`src/rtl/sync_pla_pkg.sv`:
```
// Shared types and helpers for the streaming-loaded PLA AND-plane.
// A personality row holds one (care, value) bit pair per input column.
package sync_pla_pkg;

    typedef enum logic [1:0] {
        PLA_IDLE = 2'd0,
        PLA_LOAD = 2'd1,
        PLA_RUN  = 2'd2
    } pla_state_e;

    localparam int PLA_VAL_OFS  = 0;
    localparam int PLA_CARE_OFS = 1;

    // term_match works on a fixed maximum width; callers zero-extend, and a zero
    // care bit in the padding means those columns always match.
    localparam int PLA_MAX_IN = 64;
    localparam int PLA_ROW_W  = 2 * PLA_MAX_IN;

    function automatic logic term_match(input logic [PLA_ROW_W-1:0]  row,
                                        input logic [PLA_MAX_IN-1:0] a);
        logic m;
        m = 1'b1;
        for (int i = 0; i < PLA_MAX_IN; i++) begin
            if (row[2*i+PLA_CARE_OFS] && (a[i] != row[2*i+PLA_VAL_OFS])) begin
                m = 1'b0;
            end
        end
        return m;
    endfunction

endpackage

```
`src/rtl/sync_pla_loader_if.sv`:
```
// Personality-write stream: start pulse, one row per valid/ready transfer.
interface sync_pla_loader_if #(
    parameter int N_IN = 7
);
    logic                prog_start;
    logic                prog_valid;
    logic                prog_ready;
    logic [2*N_IN-1:0]   prog_data;
    logic                prog_last;

    modport master (
        output prog_start,
        output prog_valid,
        output prog_data,
        output prog_last,
        input  prog_ready
    );

    modport slave (
        input  prog_start,
        input  prog_valid,
        input  prog_data,
        input  prog_last,
        output prog_ready
    );
endinterface

```
`src/rtl/sync_pla_loader_term.sv`:
```
// One PLA product term: row register, row-valid bit, match logic and the
// registered term output.
module pla_and_term
    import sync_pla_pkg::*;
#(
    parameter int N_IN = 7
) (
    input  logic              clk,
    input  logic              rst,
    input  logic              i_clear,
    input  logic              i_wr,
    input  logic [2*N_IN-1:0] i_data,
    input  logic [N_IN-1:0]   i_a,
    input  logic              i_run,
    output logic              o_b
);

    logic [2*N_IN-1:0] r_row;
    logic              r_valid;
    logic              r_b;
    logic              w_match;

    // NOTE: the row store is deliberately left out of reset; r_valid gates it,
    // so whatever it holds before its first write can never reach o_b.
    always_ff @(posedge clk) begin
        if (i_wr) begin
            r_row <= i_data;
        end
    end

    // NOTE: state is updated with non-blocking assignments so every flop sees
    // the pre-edge values of its neighbours.
    always_ff @(posedge clk) begin
        if (rst) begin
            r_valid <= 1'b0;
            r_b     <= 1'b0;
        end else begin
            if (i_clear) begin
                r_valid <= 1'b0;
            end else if (i_wr) begin
                r_valid <= 1'b1;
            end
            r_b <= !i_clear && i_run && r_valid && w_match;
        end
    end

    assign w_match = term_match(PLA_ROW_W'(r_row), PLA_MAX_IN'(i_a));
    assign o_b     = r_b;

endmodule

```
`src/rtl/sync_pla_loader.sv`:
```
// Run-time loadable PLA AND-plane: load FSM, row counter and error tracking,
// with N_TERMS term slices evaluating input vector a every cycle once loaded.
module sync_pla_loader
    import sync_pla_pkg::*;
#(
    parameter int N_IN    = 7,
    parameter int N_TERMS = 3
) (
    input  logic                clk,
    input  logic                rst,
    sync_pla_loader_if.slave    prog,
    input  logic [N_IN-1:0]     a,
    output logic [N_TERMS-1:0]  b,
    output logic                loaded,
    output logic                prog_err
);

    localparam int               CNT_W    = $clog2(N_TERMS + 1);
    localparam logic [CNT_W-1:0] LAST_IDX = CNT_W'(N_TERMS - 1);

    pla_state_e       r_state;
    pla_state_e       w_state_nxt;
    logic [CNT_W-1:0] r_cnt;
    logic [CNT_W-1:0] w_cnt_nxt;
    logic             r_err;
    logic             w_err_nxt;
    logic             w_ready;
    logic             w_run;
    logic             w_at_last;
    logic             w_xfer;
    logic             w_end;

    assign w_ready   = (r_state == PLA_LOAD);
    assign w_run     = (r_state == PLA_RUN);
    assign w_at_last = (r_cnt == LAST_IDX);
    // A start pulse wins over a coincident transfer; that row is dropped.
    assign w_xfer    = prog.prog_valid && w_ready && !prog.prog_start;
    assign w_end     = w_xfer && (prog.prog_last || w_at_last);

    // NOTE: every always_comb output gets a default first so no path infers a latch.
    always_comb begin
        w_state_nxt = r_state;
        w_cnt_nxt   = r_cnt;
        w_err_nxt   = r_err;
        if (prog.prog_start) begin
            w_state_nxt = PLA_LOAD;
            w_cnt_nxt   = '0;
            w_err_nxt   = 1'b0;
        end else begin
            case (r_state)
                PLA_LOAD: begin
                    if (w_xfer) begin
                        w_cnt_nxt = r_cnt + 1'b1;
                    end
                    if (w_end) begin
                        w_state_nxt = PLA_RUN;
                        // Error when last flag and row count disagree.
                        w_err_nxt   = (prog.prog_last != w_at_last);
                    end
                end
                PLA_IDLE, PLA_RUN: begin
                end
                default: begin
                    w_state_nxt = PLA_IDLE;
                end
            endcase
        end
    end

    always_ff @(posedge clk) begin
        if (rst) begin
            r_state <= PLA_IDLE;
            r_cnt   <= '0;
            r_err   <= 1'b0;
        end else begin
            r_state <= w_state_nxt;
            r_cnt   <= w_cnt_nxt;
            r_err   <= w_err_nxt;
        end
    end

    // Row index 0 is the first row written, reported on the MSB of b.
    for (genvar r = 0; r < N_TERMS; r++) begin : g_term
        pla_and_term #(
            .N_IN (N_IN)
        ) u_term (
            .clk     (clk),
            .rst     (rst),
            .i_clear (prog.prog_start),
            .i_wr    (w_xfer && (r_cnt == CNT_W'(r))),
            .i_data  (prog.prog_data),
            .i_a     (a),
            .i_run   (w_run),
            .o_b     (b[N_TERMS-1-r])
        );
    end

    assign prog.prog_ready = w_ready;
    assign loaded          = w_run;
    assign prog_err        = r_err;

endmodule

```
`src/flat_wrapper.sv`:
```
// flat-port wrapper written by rule: the top's interface ports become plain ports
module sync_pla_loader_flat import sync_pla_pkg::*;
#(
    parameter int N_IN    = 7,
    parameter int N_TERMS = 3
)
  (clk, rst, a, b, loaded, prog_err, prog_prog_start, prog_prog_valid, prog_prog_data, prog_prog_last, prog_prog_ready);
  sync_pla_loader_if #(.N_IN(N_IN)) prog_i ();
  input  logic clk;
  input  logic rst;
  input  logic [N_IN-1:0] a;
  output logic [N_TERMS-1:0] b;
  output logic loaded;
  output logic prog_err;
  input wire logic [$bits(prog_i.prog_start)-1:0] prog_prog_start;
  input wire logic [$bits(prog_i.prog_valid)-1:0] prog_prog_valid;
  input wire logic [$bits(prog_i.prog_data)-1:0] prog_prog_data;
  input wire logic [$bits(prog_i.prog_last)-1:0] prog_prog_last;
  output wire logic [$bits(prog_i.prog_ready)-1:0] prog_prog_ready;
  assign prog_i.prog_start = prog_prog_start;
  assign prog_i.prog_valid = prog_prog_valid;
  assign prog_i.prog_data = prog_prog_data;
  assign prog_i.prog_last = prog_prog_last;
  assign prog_prog_ready = prog_i.prog_ready;
  sync_pla_loader #(.N_IN(N_IN), .N_TERMS(N_TERMS)) u_core (.clk(clk), .rst(rst), .prog(prog_i), .a(a), .b(b), .loaded(loaded), .prog_err(prog_err));
endmodule
```
`config.mk`:
```
export PLATFORM = sky130hd
export DESIGN_NAME = sync_pla_loader_flat
export DESIGN_NICKNAME = d
export VERILOG_FILES = /design/src/rtl/sync_pla_pkg.sv /design/src/rtl/sync_pla_loader_if.sv /design/src/rtl/sync_pla_loader_term.sv /design/src/rtl/sync_pla_loader.sv /design/src/flat_wrapper.sv
export SDC_FILE = /design/constraint.sdc
export NUM_CORES = 1
export LEC_CHECK = 0
export CAP_MARGIN = 30
export CORE_MARGIN = 4
export CORE_UTILIZATION = 53
export CTS_BUF_LIST = sky130_fd_sc_hd__clkbuf_2 sky130_fd_sc_hd__clkbuf_4 sky130_fd_sc_hd__clkbuf_8
export CTS_CLUSTER_DIAMETER = 80
export DETAILED_ROUTE_END_ITERATION = 7
export DONT_BUFFER_PORTS = 1
export GPL_TIMING_DRIVEN = 0
export PLACE_DENSITY = 0.71
export SETUP_SLACK_MARGIN = 0.5
export SLEW_MARGIN = 20
export SYNTH_ARGS = -nofsm -noshare
export SYNTH_HDL_FRONTEND = slang
export SYNTH_HIERARCHICAL = 1
export SYNTH_SLANG_ARGS = --single-unit
```
`constraint.sdc`:
```
create_clock -name clk -period 1.5 [get_ports clk]
set_input_delay 0.45 -clock clk [delete_from_list [all_inputs] [get_ports clk]]
set_output_delay 0.45 -clock clk [all_outputs]
set_load 0.1 [all_outputs]
```
Word-level counts from Yosys, hierarchy flattened --
Cells that the tools add are included.
Operators by class: add/subtract/negate cells 1, $mul 0, div/mod/pow operators 0, order comparisons 0, equal/unequal tests 29, shifts and indexed selects 0, multiplexer cells 24, bitwise operators 1, reduce and logical (&&, ||, !) cells 44
Operator list (number):
- $logic_and 1x1->1 | 34
- $mux 1 | 22
- $ne 1x1->1 | 22
- $reduce_and 2->1 | 4
- $eq 2x1->1 const B | 2
- $eq 2x2->1 const B | 2
- $logic_not 2->1 | 2
- $ne 2x2->1 const B | 2
- $pmux 2 s2 | 1
- $reduce_or 2->1 | 2
- $ne 3x3->1 const B | 1
- $add 2x1->2 const B | 1
- $mux 2 | 1
- $logic_not 1->1 | 1
- $logic_or 1x1->1 | 1
- $not 1->1 | 1
Storage, ports and cells: register bits 53, bits in latches 0, memory bits (writable) 0, bits in read-only memories 0, input port bits 26, logic and storage cells 112, memories 0

Logic depth before layout (Yosys ltp) --
Gate-level depths: netlist of the first run.
word-level depth 10, depth in mapped cells 7, mapped depth without buffers 7

By module --
Netlist of the first run, hierarchy kept.
Modules (own cells, without submodules):
- pla_and_term | times used 3, cells an instance 31, area an instance 574.3 µm², seq. area each 460.4 µm²
- sync_pla_loader | times used 1, cells an instance 35, area an instance 306.5 µm², seq. area each 100.1 µm²

Least setup slack after synthesis of the first run --
Ideal clock, no wire load.
path type flip-flop to flip-flop, from register u_core.r_state[1], to register u_core.g_term[0].u_term.r_b, library setup time 0.061 ns, arrival 2.458 ns, data required time 1.439 ns, path slack -1.019 ns, cell stages (with the launch flop) 5, buffers on the path 0, cell sequence dfxtp_1 nor2b_1 nand2_1 a2111oi_0 and4_1
Between the ends: word-level cells in the longest chain between the ends 4
RTL lines:
- from (decl) | RTL line sync_pla_loader.sv:21 | pla_state_e r_state;
- from (signal assigned) | RTL line sync_pla_loader.sv:76 | r_state <= w_state_nxt;
- $eq 2x2->1 | RTL line sync_pla_loader.sv:34 | assign w_run = (r_state == PLA_RUN);
- net loaded | RTL line flat_wrapper.sv:13 | output logic loaded;
- $logic_and 1x1->1 (3 in a row) | RTL line sync_pla_loader_term.sv:43 | r_b <= !i_clear && i_run && r_valid && w_match;
- to (signal assigned) | RTL line sync_pla_loader_term.sv:43
- to (decl) | RTL line sync_pla_loader_term.sv:20 | logic r_b;
The timed path passes the listed nets, and every way through them passes these cells. A chain may end at the register's enable or synchronous reset.

Final worst setup path of the first run --
from register u_core.r_state[1], to output loaded
Between the ends: word-level cells in the longest chain between the ends 1
RTL lines (RTL line):
- $eq 2x2->1 | sync_pla_loader.sv:34
- to (decl) | flat_wrapper.sv:13
No other way between the ends.

==> results.py, run 1 <==
metrics = {
    "run_status": {
        "status": "complete, but fails checks",
        "violations": "setup timing",
    },
    "worst_setup_path": {
        "crit_start": "u_core/r_state[1]",
        "slowest_delay_ns": 0.62,
        "worstPathMaxFanout": 5,
        "cp_top_family": "simple AND/OR/NAND/NOR gates",
        "worst-endpoint-required_ns": 1.05,
        "r2r_start": "u_core/r_state[1]",
        "reg2reg_slack_ns": -0.19,
        "r2r_end": "u_core/g_term[1].u_term/o_b",
        "worstSetupEndpointType": "output pin",
        "cp.buffers_inverters": 0,
        "critPathKind": "reg -> out",
        "slowest_stage": "nor2b_4",
        "crit_chain": "nor2b_4",
        "worstPathArrival_ns": 1.31,
        "reg2reg_depth": 4,
        "crit_path_start_kind": "register",
    },
    "final_layout": {
        "nets": 175,
        "stdcell_count": 194,
        "drive_gt1_frac": 0.3425,
        "area_growth_pct": 21.27,
        "fillCellCount": 261,
        "final_area_um2": 2461,
        "antenna_cells": 0,
    },
    "synth": {
        "synth.most_common_cell": "edfxtp_1",
        "yosys_register_bits": 53,
        "netlist_area_um2": 2029,
        "synth-seq-area-share": 0.7300,
        "synthArstFlopShare": 0,
        "syn_avg_cell_area_um2": 15.86,
        "synth_fp_nets": 158,
        "synth_top_area_frac": 0.6215,
        "synth_ff_type": "edfxtp_1",
        "synth_area_leader_cell": "edfxtp_1",
        "synth_edf_count": 42,
        "synth_area_leaders": "edfxtp_1 62%, dfxtp_1 11%, xor2_1 9.1%",
        "synth_cell_types": 19,
        "yosys_warnings": 6,
        "synthTopCellsByCount": "42 x edfxtp_1, 21 x xor2_1, 11 x dfxtp_1",
        "syn-instance-count": 128,
    },
    "place": {
        "port_buffers": 0,
        "gp_congestion": 0.6935,
        "hpwl_um": 2397,
        "post_dp_cell_area_um2": 2126,
        "place_ws_ns": -0.3592,
        "dp_cells": 176,
    },
    "clock_network": {
        "htree_levels": 2,
        "cts_root_buffer": "clkbuf_8",
        "cts_buffer_depth": 2,
        "cts_buffers": 5,
        "clkSinkCount": 53,
        "clkLatencyLatePin_ns": 0.30,
        "tritoncts": "done",
        "cts-hold-fix-buffers": 0,
        "cts.clk_slew.worst_paths_ns": 0.09,
    },
    "worst_hold_path": {
        "whs_path_depth": 1,
        "hp-start": "rst",
        "worstHoldPathType": "in -> reg",
        "holdPathEnd": "u_core/r_cnt[1]",
    },
    "floorplanning": {
        "rows": 22,
        "core_um2": 3689,
        "start_util": 0.5502,
        "die_y_um": 69.88,
        "die_area_um2": 4883,
        "die_w_um": 69.88,
        "pin_count": 32,
    },
    "sta": {
        "setup_viol": 5,
        "worstMarginPinSlew_ns": 0.7232,
        "layout_min_cycle_time_ns": 1.756,
        "fmax_mhz": 569.5,
        "fin_ws_ns": -0.2560,
        "final_hold_viol_count": 0,
        "worst_clock_skew_ns": 0.006107,
        "rsz0062_at_grt": "true",
        "post-route-period-util": 1.171,
        "holdWs_ns": 0.1979,
        "maxSlewViolCount": 0,
        "tns_ns": -1.002,
        "slew_headroom": 0.5168,
    },
    "route": {
        "route.met3.wl_um": 343,
        "viasPerCell": 5.546,
        "vias": 1076,
        "dr.pass1.iters": 4,
        "met1_length_um": 1517,
        "routed.top_layer": "met4",
        "route.met2.wl_um": 1934,
        "ant_nets": 0,
        "drt-wirelength-per-cell_um": 19.72,
        "wl_um": 3825,
        "dr.first_iter.drc_count": 82,
        "post-route-drc-count": 0,
    },
    "pwr": {
        "power_frac_seq": 0.599,
        "clkPwrFrac": 0.362,
        "pwr-share-comb": 0.039,
        "p_per_area_nw_per_um2": 1083,
        "power.switching_uw": 513.3,
        "p_int_uw": 2151,
        "leakage_uw": 0.0008370,
        "p_sw_frac": 0.1927,
        "ir_worst_vdd_mv": 0.6790,
    },
    "global_routing": {
        "grt_pass1_vias": 1161,
        "grt-ovfl-total": 0,
        "grt_pass1_wl_um": 5782,
        "grt_max_degree": 17,
        "grt.total_usage": 0.1619,
        "antenna_found_initial": 0,
    },
    "job": {
        "max_cap_violations": 0,
    },
}
## sequential cells by signal, indices dropped and copies added (netlist names)
| signal | cells |
|---|---|
| u_core/g_term.u_term/r_row | 42 |
| u_core/g_term.u_term/o_b | 3 |
| u_core/g_term.u_term/r_valid | 3 |
| u_core/r_cnt | 2 |
| u_core/r_state | 2 |
| u_core/prog_err | 1 |
## routing by layer
metal	track usage	up-vias
met4	0.04468	0
met5	0	-
li1	-	507
met2	0.2613	33
met1	0.1862	532
met3	0.08921	4
## power by group through the flow
stage | clock [uW] | combinational [uW] | sequential, uW
finish | 966 | 103 | 1600
CTS | 970 | 96.6 | 1600
global route | 1050 | 111 | 1600
floorplan | 0 | 68.2 | 1630
detailed placement | 0 | 81.8 | 1640
global placement | 0 | 80.2 | 1640
## kinds of logic (layout without fill, tap and decap cells)
logic type / after synthesis / in the layout / share of synthesized area
xor+xnor: 22 / 22 / 0.09495
flops: 53 / 53 / 0.7300
buf+inv: 6 / 21 / 0.01480
compound gates: 14 / 14 / 0.05117
fa+ha+maj: 4 / 4 / 0.02466
mux: 2 / 2 / 0.009865
simple gates: 27 / 30 / 0.07460
## cells in the final DEF (no fill, tap or decap), drive strengths merged
cell | synthesis | layout
dfxtp | 11 | 11
xnor2 | 1 | 1
edfxtp | 42 | 42
clkbuf | 0 | 6
inv | 5 | 5
and4bb | 1 | 1
nor2 | 5 | 5
nand2b | 1 | 1
ha | 4 | 4
nand2 | 6 | 6
a21oi | 2 | 2
a2111oi | 3 | 3
nor3 | 6 | 6
a22oi | 9 | 9
clkinv | 0 | 1
and4 | 3 | 3
buf | 1 | 8
xor2 | 21 | 21
nor2b | 2 | 2
bufinv | 0 | 1
mux2i | 2 | 2
and2 | 3 | 6
## worst max-delay path by stage
stage | to | slack [ns] | depth (start not counted)
2_1_floorplan | u_core/g_term[0].u_term/o_b | 0.005 | 4
3_3_place_gp | u_core/g_term[1].u_term/o_b | -0.29 | 4
3_5_place_dp | u_core/g_term[0].u_term/o_b | -0.36 | 4
4_1_cts | loaded | -0.24 | 1
5_1_grt | loaded | -0.29 | 1
6_report | loaded | -0.26 | 1
## final cells by class
cell class                 count  area [um2]  share of cell area
clock buffer                   6       76.32             0.03101
inverter                       5       18.77            0.007626
clock inverter                 2       38.79             0.01576
sequential                    53        1506              0.6121
timing repair buffer           7       63.81             0.02593
tap                           48       60.06             0.02440
multi-input combinational     72       685.7              0.2786
buffer                         1       11.26            0.004575
## stage by stage
step	utilization	total power [uW]
after floorplan	-	1703
after global placement	0.5763	1716
after detailed placement	0.5763	1719
after CTS	0.6489	2666
after global routing	0.6672	2762
final	0.6672	2664
## what timing repair did
action,4_1_cts,5_1_grt
setup endpoints to repair,59,59
buffers inserted,7,0
gates cloned,3,0
gates resized for setup,27,13
pin swaps,5,3
Note: power is estimated with default switching activity, not from simulation.
==> run 2, diff against run 1 <==
--- a/config.mk
+++ b/config.mk
@@ -14,7 +14,7 @@
 export DONT_BUFFER_PORTS = 1
 export GPL_TIMING_DRIVEN = 0
 export PLACE_DENSITY = 0.71
-export SETUP_SLACK_MARGIN = 0.5
+export SETUP_SLACK_MARGIN = 0.15
 export SLEW_MARGIN = 20
 export SYNTH_ARGS = -nofsm -noshare
 export SYNTH_HDL_FRONTEND = slang
==> results.py, run 2 (same netlist as run 1, synthesis figures left out) <==
metrics = {
    "route": {
        "dr.first_iter.drc_count": 63,
        "ant_nets": 0,
        "route.met2.wl_um": 2095,
        "dr.pass1.iters": 4,
        "routed.top_layer": "met4",
        "vias": 1120,
        "viasPerCell": 5.833,
        "wl_um": 4004,
        "drt-wirelength-per-cell_um": 20.85,
        "post-route-drc-count": 0,
        "met1_length_um": 1512,
        "route.met3.wl_um": 296,
    },
    "place": {
        "post_dp_cell_area_um2": 2112,
        "port_buffers": 0,
        "gp_congestion": 0.7010,
        "hpwl_um": 2428,
    },
    "pwr": {
        "ir_worst_vdd_mv": 0.6712,
        "leakage_uw": 0.0008169,
        "clkPwrFrac": 0.370,
        "power_frac_seq": 0.593,
        "p_int_uw": 2196,
        "power.switching_uw": 501.0,
        "p_sw_frac": 0.1858,
        "p_per_area_nw_per_um2": 1102,
        "pwr-share-comb": 0.038,
    },
    "worst_setup_path": {
        "worstPathMaxFanout": 5,
        "crit_chain": "nor2b_4",
        "worst-endpoint-required_ns": 1.05,
        "cp.buffers_inverters": 0,
        "crit_path_start_kind": "register",
        "cp_top_family": "simple AND/OR/NAND/NOR gates",
        "worstPathArrival_ns": 1.29,
        "worstSetupEndpointType": "output pin",
        "slowest_delay_ns": 0.62,
        "critPathKind": "reg -> out",
        "slowest_stage": "nor2b_4",
    },
    "sta": {
        "worstMarginPinSlew_ns": 0.7238,
        "final_hold_viol_count": 0,
        "layout_min_cycle_time_ns": 1.736,
        "maxSlewViolCount": 0,
        "fmax_mhz": 576.1,
        "worst_clock_skew_ns": 0.01040,
        "tns_ns": -0.9764,
        "setup_viol": 5,
        "rsz0062_at_grt": "true",
        "post-route-period-util": 1.157,
        "fin_ws_ns": -0.2358,
        "slew_headroom": 0.5165,
    },
    "global_routing": {
        "grt.total_usage": 0.1641,
        "grt-ovfl-total": 0,
        "grt_pass1_vias": 1169,
        "grt_pass1_wl_um": 5851,
        "grt_max_degree": 16,
        "antenna_found_initial": 0,
    },
    "final_layout": {
        "fillCellCount": 264,
        "nets": 173,
        "largest_register": "u_core/g_term.u_term/r_row",
        "area_growth_pct": 20.59,
        "largest_reg_flops": 42,
        "final_area_um2": 2447,
        "layout_commonest_cell": "edfxtp_1",
        "drive_gt1_frac": 0.2986,
        "antenna_cells": 0,
        "final_cell_mix": "42 x edfxtp_1, 21 x xor2_1, 9 x a22oi_1, 6 x clkbuf_8, 6 x and2_4",
    },
    "floorplanning": {
        "die_y_um": 69.88,
        "pin_count": 32,
        "die_w_um": 69.88,
        "rows": 22,
        "die_area_um2": 4883,
        "core_um2": 3689,
        "start_util": 0.5502,
    },
    "worst_hold_path": {
        "worstHoldPathType": "in -> reg",
    },
    "clock_network": {
        "cts_buffer_depth": 2,
        "tritoncts": "done",
        "cts_buffers": 5,
        "cts.clk_slew.worst_paths_ns": 0.08,
        "cts_root_buffer": "clkbuf_8",
        "clkLatencyLatePin_ns": 0.31,
        "htree_levels": 2,
        "clkSinkCount": 53,
    },
    "run_status": {
        "violations": "setup timing",
        "status": "complete, but fails checks",
    },
    "job": {
        "max_cap_violations": 0,
    },
}
run 2: worst reg2reg max path, delay by kind of cell (launching register included):
| kind | cells | cell delay (ns) |
|---|---|---|
| simple gates | 3 | 1.07 |
| flops | 1 | 0.36 |
| compound gates | 1 | 0.24 |
run 2: area by class of cell:
| type | instances | area [um2] | area share |
|---|---|---|---|
| plain buffers | 1 | 11.26 | 0.004601 |
| clock buffers | 7 | 90.09 | 0.03681 |
| clock inverters | 1 | 30.03 | 0.01227 |
| inverters | 5 | 18.77 | 0.007669 |
| multi-input cells | 72 | 671.9 | 0.2745 |
| flip-flops and latches | 53 | 1500 | 0.6130 |
| well taps | 48 | 60.06 | 0.02454 |
| repair buffers | 5 | 65.06 | 0.02658 |
run 2: path summary, 6_finish.rpt:
path / to / startpoint / slack, ns / depth (start not counted)
worst max-delay path: loaded / u_core/r_state[1] / -0.24 / 1
worst min-delay path: u_core/r_cnt[0] / rst / 0.20 / 1
worst max register to register: u_core/g_term[2].u_term/o_b / u_core/r_state[1] / -0.22 / 4
worst min register to register: u_core/g_term[2].u_term/r_valid / u_core/g_term[2].u_term/r_valid / 0.54 / 2
run 2: power by group through the flow:
stage / combinational [uW] / sequential, uW / clock [uW]
2_1_floorplan: 66.7 / 1640 / 0
3_3_place_gp: 78.7 / 1640 / 0
3_5_place_dp: 80.1 / 1640 / 0
4_1_cts: 90.7 / 1600 / 1000
5_1_grt: 110 / 1600 / 1090
6_report: 102 / 1600 / 997
run 2: metal layers:
metal  up-vias  GRT usage
li1        504          -
met1       565     0.1796
met2        42     0.2697
met3         9    0.06763
met4         0    0.08936
met5         -          0
run 2: per-stage QoR:
stage / setup slack [ns] / util / instances / hold WS [ns] / power, uW
floorplan: 0.004721 / - / 128 / 0.4666 / 1703
global placement: -0.2917 / 0.5726 / 176 / 0.4786 / 1716
detailed placement: -0.3595 / 0.5726 / 176 / 0.4893 / 1718
CTS: -0.2411 / 0.6387 / 190 / 0.1997 / 2691
global route: -0.3120 / 0.6635 / 192 / 0.1751 / 2799
finish: -0.2358 / 0.6635 / 192 / 0.1952 / 2697
run 2: timing repair:
| item | in CTS | in global routing |
|---|---|---|
| setup buffers | 3 | 1 |
| gates cloned | 3 | 1 |
| endpoints found under the setup margin | 51 | 53 |
| hold buffers | 0 | 0 |
| gates resized for setup | 20 | 19 |
| pin swaps | 6 | 11 |
==> run 3, diff against run 2 <==
--- a/config.mk
+++ b/config.mk
@@ -13,7 +13,7 @@
 export DETAILED_ROUTE_END_ITERATION = 7
 export DONT_BUFFER_PORTS = 1
 export GPL_TIMING_DRIVEN = 0
-export PLACE_DENSITY = 0.71
+export PLACE_DENSITY = 0.68
 export SETUP_SLACK_MARGIN = 0.15
 export SLEW_MARGIN = 20
 export SYNTH_ARGS = -nofsm -noshare
==> constraint.sdc (replaced) <==
create_clock -name clk -period 1.7 [get_ports clk]
set_input_delay 0.51 -clock clk [delete_from_list [all_inputs] [get_ports clk]]
set_output_delay 0.51 -clock clk [all_outputs]
set_load 0.1 [all_outputs]
==> results.py, run 3 (same netlist as run 1, synthesis figures left out) <==
metrics = {
    "global_routing": {
        "grt_pass1_vias": 1135,
        "antenna_found_initial": 0,
        "grt-ovfl-total": 0,
        "grt_max_degree": 17,
        "grt.total_usage": 0.1413,
        "grt_pass1_wl_um": 5161,
    },
    "job": {
        "max_cap_violations": 0,
    },
    "clock_network": {
        "cts-hold-fix-buffers": 0,
        "clkLatencyLatePin_ns": 0.30,
        "cts_buffer_depth": 2,
        "post_cts_buffers": 0,
        "cts.clk_slew.worst_paths_ns": 0.09,
        "clkSinkCount": 53,
        "htree_levels": 2,
        "cts_root_buffer": "clkbuf_8",
        "cts_buffers": 5,
        "tritoncts": "done",
    },
    "pwr": {
        "power_uw": 2293,
        "ir_worst_vdd_mv": 0.9335,
        "leakage_uw": 0.0007526,
        "p_per_area_nw_per_um2": 1002,
    },
    "worst_setup_path": {
        "critPathKind": "reg -> out",
        "crit_chain": "nor2b_4",
        "worstSetupEndpointType": "output pin",
        "crit_path_start_kind": "register",
        "slowest_stage": "nor2b_4",
        "worst-endpoint-required_ns": 1.19,
        "worstPathMaxFanout": 5,
        "worstPathArrival_ns": 1.29,
        "cp.buffers_inverters": 0,
        "cp_top_family": "simple AND/OR/NAND/NOR gates",
        "slowest_delay_ns": 0.62,
    },
    "final_layout": {
        "drive_gt1_frac": 0.1691,
        "area_growth_pct": 12.70,
        "layout_commonest_cell": "edfxtp_1",
        "largest_reg_flops": 42,
        "largest_register": "u_core/g_term.u_term/r_row",
        "fillCellCount": 279,
        "nets": 165,
        "final_area_um2": 2287,
        "final_cell_mix": "42 x edfxtp_1, 21 x xor2_1, 9 x a22oi_1, 6 x nor3_1",
        "antenna_cells": 0,
    },
    "run_status": {
        "status": "complete, but fails checks",
        "violations": "setup timing",
    },
    "place": {
        "gp_congestion": 0.7545,
        "hpwl_um": 2248,
        "port_buffers": 0,
        "post_dp_cell_area_um2": 2106,
    },
    "floorplanning": {
        "start_util": 0.5502,
        "die_area_um2": 4883,
        "pin_count": 32,
        "core_um2": 3689,
        "rows": 22,
        "die_w_um": 69.88,
        "die_y_um": 69.88,
    },
    "route": {
        "viasPerCell": 5.446,
        "dr.first_iter.drc_count": 73,
        "wl_um": 3155,
        "drt-wirelength-per-cell_um": 17.15,
        "post-route-drc-count": 0,
        "vias": 1002,
        "dr.pass1.iters": 4,
        "ant_nets": 0,
    },
    "sta": {
        "setup_viol": 3,
        "layout_min_cycle_time_ns": 1.798,
        "worst_clock_skew_ns": 0.006924,
        "slew_headroom": 0.5281,
        "fmax_mhz": 556.2,
        "maxSlewViolCount": 0,
        "worstMarginPinSlew_ns": 0.7064,
        "tns_ns": -0.1543,
        "final_hold_viol_count": 0,
        "rsz0062_at_grt": "true",
        "post-route-period-util": 1.058,
        "fin_ws_ns": -0.09784,
    },
    "worst_hold_path": {
        "worstHoldPathType": "in -> reg",
    },
}
==> run 3: cell types whose count changed in the layout (fill, tap and decap cells not counted), sizes merged <==
cell / previous run / this run
and2: 6 / 3
buf: 6 / 1
clkbuf: 7 / 5
clkinv: 0 / 1
clkinvlp: 0 / 1
==> run 3: path summary, 6_finish.rpt <==
check	end	startpoint	depth (start not counted)	slack, ns
max	loaded	u_core/r_state[1]	1	-0.1
min reg2reg	u_core/g_term[1].u_term/r_valid	u_core/g_term[1].u_term/r_valid	2	0.50
min	u_core/r_state[0]	rst	1	0.26
max reg2reg	u_core/g_term[2].u_term/o_b	u_core/r_state[1]	4	-0.01
==> run 3: per-layer routing <==
metal / GRT usage / part of all wire / vias up
met1: 0.1461 / 0.39 / 483
met2: 0.2424 / 0.50 / 30
li1: - / - / 482
met5: 0 / 0 / -
met3: 0.07338 / 0.090 / 7
met4: 0.05319 / 0.016 / 0
==> run 3: repair_timing <==
| item | in CTS | in global routing |
|---|---|---|
| endpoints found under the hold margin | 0 | 0 |
| setup endpoints to repair | 9 | 35 |
| pin swaps | 3 | 0 |
| resized for setup | 13 | 6 |
==> run 3: power breakdown <==
part,switching [uW],total [uW],internal (uW)
Clock,371,803,433
Sequential,7.00,1410,1410
Combinational,45.0,74.6,29.6
==> run 3: final cells by class <==
| cell class | instances | area [um2] | area share |
|---|---|---|---|
| flip-flops and latches | 53 | 1491 | 0.6521 |
| multi-input cells | 69 | 595.6 | 0.2604 |
| clock buffers | 5 | 68.82 | 0.03009 |
| well taps | 48 | 60.06 | 0.02626 |
| clock inverters | 3 | 41.29 | 0.01805 |
| inverters | 5 | 18.77 | 0.008206 |
| plain buffers | 1 | 11.26 | 0.004923 |
==> run 3: worst register-to-register path, cell delays in order, from the launching register on <==
cell	delay [ns]
dfxtp_2	0.37
nor2b_4	0.62
nand2_1	0.21
a2111oi_4	0.23
and4_1	0.22
==> run 3: stage by stage <==
step | hold WS (ns) | instances | setup slack [ns] | util
after CTS | 0.2537 | 184 | -0.1104 | 0.6116
final | 0.2617 | 184 | -0.09784 | 0.6201
after global placement | 0.4817 | 176 | -0.1474 | 0.5709
after global routing | 0.2515 | 184 | -0.1432 | 0.6201
after detailed placement | 0.4809 | 176 | -0.1810 | 0.5709
after floorplan | 0.4668 | 128 | 0.1031 | -
